File: config.mk
export PLATFORM = sky130hd
export DESIGN_NAME = fetch_queue
export DESIGN_NICKNAME = d
export VERILOG_FILES = /design/src/rtl/fetch_queue_pkg.sv /design/src/rtl/fetch_queue.sv
export SDC_FILE = /design/constraint.sdc
export NUM_CORES = 1
export LEC_CHECK = 0
export BUFFER_PORTS_ARGS = -buffer_cell sky130_fd_sc_hd__buf_2
export CAP_MARGIN = 10
export CORE_MARGIN = 5
export CORE_UTILIZATION = 30
export CTS_CLUSTER_DIAMETER = 150
export CTS_CLUSTER_SIZE = 28
export DETAILED_ROUTE_END_ITERATION = 7
export SLEW_MARGIN = 40
export SYNTH_ARGS = -nofsm -noshare
export SYNTH_HDL_FRONTEND = slang
export SYNTH_SLANG_ARGS = --single-unit
File: constraint.sdc
create_clock -name clk -period 12.6 [get_ports clk]
set_input_delay 1.26 -clock clk [delete_from_list [all_inputs] [get_ports clk]]
set_output_delay 1.26 -clock clk [all_outputs]
set_load 0.03 [all_outputs]
File: src/rtl/fetch_queue_pkg.sv
// Shared CPU constants and types: reset vector, MROM window, fetch queue sizing and entry format.
package fetch_queue_pkg;

    localparam logic [31:0] RESET_PC  = 32'h8000_0000;
    localparam logic [31:0] MROM_BASE = 32'h8000_0000;
    localparam int unsigned MROM_SIZE = 4096;

    localparam int unsigned FQ_DEPTH   = 4;
    localparam int unsigned FQ_ENTRY_W = 64;

    typedef struct packed {
        logic [31:0] pc;
        logic [31:0] instr;
    } fq_entry_t;

endpackage

File: src/rtl/fetch_queue.sv
// Show-ahead instruction fetch queue between fetch and decode, with redirect flush.
module fetch_queue
    import fetch_queue_pkg::*;
#(
    parameter int unsigned DEPTH = FQ_DEPTH
) (
    input  logic                     clk,
    input  logic                     rst,
    input  logic                     fq_i_valid,
    input  logic [31:0]              fq_i_pc,
    input  logic [31:0]              fq_i_instr,
    output logic                     fq_o_ready,
    output logic                     fq_o_valid,
    output logic [31:0]              fq_o_pc,
    output logic [31:0]              fq_o_instr,
    input  logic                     fq_i_dec_ready,
    input  logic                     fq_i_flush,
    output logic [$clog2(DEPTH):0]   fq_o_count
);

    localparam int unsigned PtrW = $clog2(DEPTH);
    localparam int unsigned CntW = PtrW + 1;

    fq_entry_t          mem_q [DEPTH];
    logic [PtrW-1:0]    head_q;
    logic [PtrW-1:0]    tail_q;
    logic [CntW-1:0]    count_q;
    logic               push;
    logic               pop;

    // Ready and valid depend on registered occupancy only, so no combinational path from inputs.
    assign fq_o_ready = (count_q < CntW'(DEPTH));
    assign fq_o_valid = (count_q != '0);
    assign fq_o_count = count_q;

    assign push = fq_i_valid && fq_o_ready && !fq_i_flush;
    assign pop  = fq_o_valid && fq_i_dec_ready && !fq_i_flush;

    // Stale entries survive a flush, so the head must be masked when empty.
    assign fq_o_pc    = fq_o_valid ? mem_q[head_q].pc    : 32'h0;
    assign fq_o_instr = fq_o_valid ? mem_q[head_q].instr : 32'h0;

    // Pointers are PtrW wide, so advancing them wraps modulo DEPTH for free.
    always_ff @(posedge clk or posedge rst) begin
        if (rst) begin
            head_q  <= '0;
            tail_q  <= '0;
            count_q <= '0;
            for (int i = 0; i < DEPTH; i++) begin
                mem_q[i] <= '0;
            end
        end else if (fq_i_flush) begin
            head_q  <= '0;
            tail_q  <= '0;
            count_q <= '0;
        end else begin
            if (push) begin
                mem_q[tail_q] <= '{pc: fq_i_pc, instr: fq_i_instr};
                tail_q        <= tail_q + PtrW'(1);
            end
            if (pop) begin
                head_q <= head_q + PtrW'(1);
            end
            if (push && !pop) begin
                count_q <= count_q + CntW'(1);
            end else if (pop && !push) begin
                count_q <= count_q - CntW'(1);
            end
        end
    end

endmodule

==> results of run 1 <==
==> worst max path at each step <==
stage                endpoint       start  depth (start not counted)  slack [ns]
6_report       fq_o_instr[15]   head_q[0]                          4        8.40
5_1_grt        fq_o_instr[15]   head_q[0]                          4        8.15
4_1_cts        fq_o_instr[15]   head_q[0]                          4        8.27
3_5_place_dp       mem_q[191]  fq_i_valid                          6        8.64
3_3_place_gp   fq_o_instr[25]   head_q[0]                          4        8.62
2_1_floorplan   fq_o_count[0]         rst                          1        4.10
==> cell type report <==
type | count | share of cell area (%)
Tap cell | 592 | 5.127
Timing Repair Buffer | 146 | 5.361
Multi-Input combinational cell | 426 | 41.19
Sequential cell | 263 | 45.60
Clock inverter | 2 | 0.1992
Inverter | 6 | 0.2425
Clock buffer | 14 | 2.278
==> critical path, stage by stage, from the launching register on <==
cell	delay (ns)
dfrtp_4	0.82
buf_6	0.61
mux4_2	0.60
and2_1	0.18
buf_2	0.17
==> metrics by stage <==
step	setup WS, ns	instance area (um^2)	total power [mW]	hold slack, ns
floorplan	4.100	13220	2.648	0.4751
global placement	8.620	14060	2.974	0.4870
detailed placement	8.637	14080	3.001	0.4875
CTS	8.268	14440	3.505	0.5156
global route	8.149	14450	3.654	0.5293
finish	8.402	14450	3.441	0.5142
==> cells in the final DEF, fill, tap and decap left out, drive strengths merged <==
master   count
a21oi        1
xor2         3
nor2b        2
or3          1
fa           1
a31oi        2
a2bb2oi      1
inv          7
o21ai        1
and2        69
dfrtp      263
nor2         8
xnor2        3
mux2       256
nand3        2
clkbuf      15
or2b         1
a311oi       2
a211oi       1
clkinv       1
ha           4
buf        145
mux4        64
nor3         1
nand2        2
a211o        1
==> logic make-up after synthesis <==
group / after synthesis
simple gates: 86
compound gates: 9
xor+xnor: 6
buf+inv: 58
flops: 263
fa+ha+maj: 5
mux: 320
==> sequential cells by signal (all words and copies together) (netlist names) <==
signal / cells
fq_o_count: 3
mem_q: 256
head_q: 2
tail_q: 2
==> where the power goes <==
group	switching [mW]	internal (mW)
combinational	0.675	0.868
sequential	0.222	1.20
clock	0.281	0.195
==> metal layers <==
layer	wire, um	up-vias	GRT usage [%]
li1	-	2884	-
met1	14270	3540	17.39
met2	12640	93	17.93
met3	967	23	2.171
met4	407	4	1.747
met5	27	-	0
==> key figures, run 1 <==
Place
  – Placed Cells incl. Taps: roughly 1,400
  – Detailed placement HPWL: 16,320 um
  – Routability cong.: 0.7084
  – Buffers on Ports: around 140

Routing
  – DR vias/cell: 4.516
  – Detailed Routing Iterations Pass 1: 4
  – Number of routed nets with antenna violations: 0
  – Post-DR wirelength/cell: 19.54 um
  – Post-route DRC: 0
  – Total Wirelength: 28,320 um
  – Initial drt markers: 337
  – Total number of vias: 6,544

Clock network
  – Post_cts resized: 0
  – CTS H-Tree Depth: 1
  – CTS buffer count: 13
  – CTS Hold Bufs: 0
  – Later-pin clock latency in the skew report: approximately 0.52 ns
  – CTS tree: done
  – CTS Sinks: ~260
  – Post-CTS Setup Bufs: 0
  – Root Driver: clkbuf_16
  – Clock slew at reported path FFs: 0.11 ns
  – Clock Path Buffers: 3

Global route
  – Initial antenna violation count: 2
  – Largest net degree at the start of global routing: roughly 120
  – Vias in the first global route: 7,313
  – Global-route wire length before repair: 44,590 um
  – Global route overflow: 0
  – GRT Util Overall: 11.60%

Timing
  – Worst slew pin tran: just under 0.9 ns
  – Final Critical Period: 4.198 ns
  – RSZ-0062 raised after global routing: no
  – Fin Setup TNS: 0 ns
  – Hold Vio Cnt, Final: 0
  – Fmax: between 200 and 250 MHz
  – Max Transition Viols Final: 0
  – Crit share post-route: between 30% and 40%
  – Final setup fails: 0
  – Relative max-transition margin: between 40% and 50%
  – Max Clock Skew: roughly 0.052 ns

Synthesis
  – Ys Warns: 0
  – Netlist cell types: 31
  – Synth Cell Area: 13,220 um^2
  – Synth area leader: dfrtp_1
  – Synth Instances: between 700 and 800
  – Synth area leaders: dfrtp_1, mux2_4, mux4_2
  – Post-synthesis mux area share: 39.52%
  – Register area share after synthesis: roughly 50%
  – Largest family of logic cells by synthesized area: multiplexers
  – Most frequent cells after synthesis: dfrtp_1, mux2_4, and2_1, mux4_2, buf_12
  – Simple-gate portion of the synthesized area: 4.059%
  – Post-synth EDFFs: 0
  – Complex-gate fraction of the synthesized area: less than 1%
  – Post-synth ARST share: 100.0%
  – Ys flop type: dfrtp_1
  – Synthesized net count: 821
  – Post-Synth XOR/XNOR Area: 0.3974%
  – Yosys top cell area share: about half
  – Count leader, synth: dfrtp_1
  – Synth Area in Adders: 0.5299%
  – Mapped Avg Cell Area: about 18 um^2
  – #FFs+latches synth: 263

Critical path
  – Startpoint Class: flop
  – Setup CP Type: reg2out
  – Worst R2R Path Depth: 5
  – FF-to-FF setup slack: about 10 ns
  – R2R Path End: mem_q[191]
  – FF-to-FF Start: fq_o_count[2]
  – Setup crit end kind: output port
  – Worst EP required: 11.34 ns
  – Crit path max fanout: 41
  – CP arrival: roughly 3 ns

Die
  – Core region area: ~44,000 um^2
  – Initial core utilization: between 30% and 40%
  – Chip width: ~220 um
  – DIE AREA: between 40,000 and 50,000 um^2
  – FP Rows: between 70 and 80
  – Io pins: roughly 140
  – Die H: ~220 um

Layout
  – Register area: ~6600 um^2
  – Final Core Density: between 30% and 40%
  – Multi-input logic area: slightly below 6000 um^2
  – Inserted Diodes: 0
  – Fillers: about 4,300
  – Final Non-Filler Cells: about 1,400
  – Nets: 930
  – Area growth, synth to finish: 9.264%
  – Layout cells sized above 1: a little under three fifths

Run status
  – Status: finished clean

Power
  – Static leakage: 6.500 nW
  – Max IR drop VDD: 0.2258 mV
  – PD cells: 238.2 nW/um^2

Job
  – MaxCap Viol Count: 0

Min path
  – Hold Path Depth: 1
  – Hold Startpoint: mem_q[95]
  – Hold crit path type: reg2reg
  – Hold Path End: mem_q[95]
Note: power is estimated with default switching activity, not from simulation.
==> run 2, diff against run 1 <==
clock period = 3.8 ns   (was 12.6 ns; I/O delays follow)
==> key figures, run 2 (synthesized netlist as in run 1, its figures left out) <==
Layout
  – Max FFs per register: 256 (unchanged)
  – Area growth, synth to finish: 10.65%
  – Layout cells sized above 1: 57.88% (+0.47 points)
  – Commonest non-fill, non-tap cells in the layout: dfrtp_1, mux2_4, buf_2
  – Most common cell after layout, fill and taps aside: dfrtp_1
  – Nets: 942 (+1.3%)
  – Inserted Diodes: 0 (unchanged)
  – Register bank with the most flops: mem_q
  – Fillers: 4,307 (-0.37%)

Timing
  – Worst slew pin tran: 0.6256 ns (-0.2448 ns)
  – Post-route setup slack: 0.7806 ns (-7.621 ns)
  – Fmax: between 300 and 400 MHz
  – RSZ-0062 raised after global routing: no
  – Max Transition Viols Final: 0 (unchanged)
  – Final Critical Period: ~3.0 ns
  – Hold Vio Cnt, Final: 0 (unchanged)
  – Relative max-transition margin: 58.30% (+16 points)
  – Max Clock Skew: 0.02591 ns (-0.02572 ns)
  – Final setup fails: 0 (unchanged)
  – Crit share post-route: ~79%

Place
  – Buffers on Ports: 137 (unchanged)
  – Detailed placement HPWL: 17,150 um (+5.1%)
  – Pre-CTS setup slack: 1.240 ns (-7.397 ns)
  – Routability cong.: 0.7240 (+2.2%)

Clock network
  – CTS tree: done
  – Post-CTS Setup Bufs: 0 (unchanged)
  – CTS buffer count: 13 (unchanged)
  – Later-pin clock latency in the skew report: 0.52 ns (about the same)
  – Root Driver: clkbuf_16
  – Clock slew at reported path FFs: 0.11 ns (about the same)
  – CTS Hold Bufs: 1 (+1)
  – CTS Sinks: 263 (unchanged)
  – Post_cts resized: 0 (unchanged)
  – CTS H-Tree Depth: 1 (unchanged)
  – Clock Path Buffers: 3 (unchanged)

Global route
  – Largest net degree at the start of global routing: 94 (-18%)
  – GRT Util Overall: 11.49% (-0.12 points)
  – Vias in the first global route: 7,503 (+2.6%)
  – Global route overflow: 0 (unchanged)
  – Global-route wire length before repair: 44,480 um (-0.23%)
  – Initial antenna violation count: 2 (unchanged)

Routing
  – DR vias/cell: 4.558 (+0.92%)
  – Total Wirelength: 27,770 um (-1.9%)
  – Total number of vias: 6,659 (+1.8%)
  – Initial drt markers: 382 (+13%)
  – Detailed Routing Iterations Pass 1: 4 (unchanged)
  – Post-DR wirelength/cell: 19.01 um (-2.7%)
  – Number of routed nets with antenna violations: 0 (unchanged)
  – Post-route DRC: 0 (unchanged)

Power
  – PD cells: 784.2 nW/um^2 (+230%)
  – Max IR drop VDD: 0.4773 mV (+110%)
  – Static leakage: 6.582 nW (+1.3%)
  – Pwr Total: 11.47 mW (+230%)

Critical path
  – Slowest cell on crit path: dfrtp_4
  – Critical path buffers and inverters: 2 (unchanged)
  – Setup crit end kind: output port
  – CP arrival: 2.64 ns (-0.30 ns)
  – Crit path cell chain: buf_12 -> mux4_2 -> and2_1 -> buf_2
  – Critical Path Start: head_q[0]
  – Max incr delay on CP: 0.85 ns (+0.03 ns)
  – Worst EP required: 3.42 ns (-7.92 ns)
  – Crit path max fanout: 25 (-39%)
  – FF-to-FF Start: fq_o_count[0]
  – Startpoint Class: flop
  – Setup CP Type: reg2out
  – Top Family by Delay on Critical Path: flip-flops

Die
  – Core region area: 43,930 um^2 (unchanged)
  – DIE AREA: 48,370 um^2 (unchanged)
  – FP Rows: 77 (unchanged)
  – Die H: 219.9 um (unchanged)
  – Io pins: 138 (unchanged)
  – Initial core utilization: 30.10% (unchanged)
  – Chip width: 219.9 um (unchanged)

Job
  – MaxCap Viol Count: 0 (unchanged)

Min path
  – Hold Startpoint: fq_i_pc[31]
  – Hold crit path type: in2reg

Run status
  – Status: finished clean
## run 2: cell types whose count changed in the layout (fill, tap and decap cells not counted)
cell	change
buf_16	+1
buf_12	+8
buf_6	-4
dlygate4sd3_1	+1
clkinv_8	-1
buf_4	+7
clkbuf_8	-1
clkinvlp_4	+1
## run 2: layer usage
layer / wire [um] / track usage, % / up-vias
met5: 11 / 0 / -
met2: 12840 / 18.24 / 98
li1: - / - / 2910
met3: 1033 / 2.171 / 21
met1: 13510 / 16.78 / 3628
met4: 367 / 1.706 / 2
## run 2: cell type report
class,count,area [um^2],area share [%]
multi-input cells,426,5951,40.67
repair buffers,158,965.9,6.602
clock buffers,14,329.1,2.249
clock inverters,2,28.78,0.1967
well taps,592,740.7,5.063
flip-flops and latches,263,6589,45.04
inverters,6,26.28,0.1796
## run 2: final timing paths
check | slack, ns | cells past startpoint | endpoint
setup reg to reg | 1.22 | 6 | fq_o_count[1]
setup / recovery | 0.78 | 4 | fq_o_pc[1]
min in group asynchronous | 0.44 | 3 | mem_q[8]
max in group asynchronous | 2.46 | 5 | mem_q[167]
hold / removal | 0.13 | 2 | mem_q[255]
hold reg to reg | 0.51 | 1 | mem_q[75]
## run 2: per-stage QoR
| step | util (%) | cells | hold slack (ns) | area [um^2] | setup TNS [ns] |
|---|---|---|---|---|---|
| 2_1_floorplan | - | 747 | 0.4751 | 13230 | -13.03 |
| 3_3_place_gp | 32.40 | 1443 | 0.4862 | 14230 | 0 |
| 3_5_place_dp | 32.40 | 1443 | 0.4879 | 14230 | 0 |
| 4_1_cts | 33.24 | 1460 | 0.08999 | 14600 | 0 |
| 5_1_grt | 33.30 | 1461 | 0.1030 | 14630 | 0 |
| 6_report | 33.30 | 1461 | 0.1316 | 14630 | 0 |
## run 2: where the power goes
| group | leakage (nW) | switching (mW) | total [mW] | internal, mW |
|---|---|---|---|---|
| logic | 3.07 | 2.26 | 5.17 | 2.92 |
| registers | 3.33 | 0.741 | 4.72 | 3.98 |
| clock network | 0.176 | 0.932 | 1.58 | 0.647 |
| total | 6.58 | 3.93 | 11.5 | 7.54 |
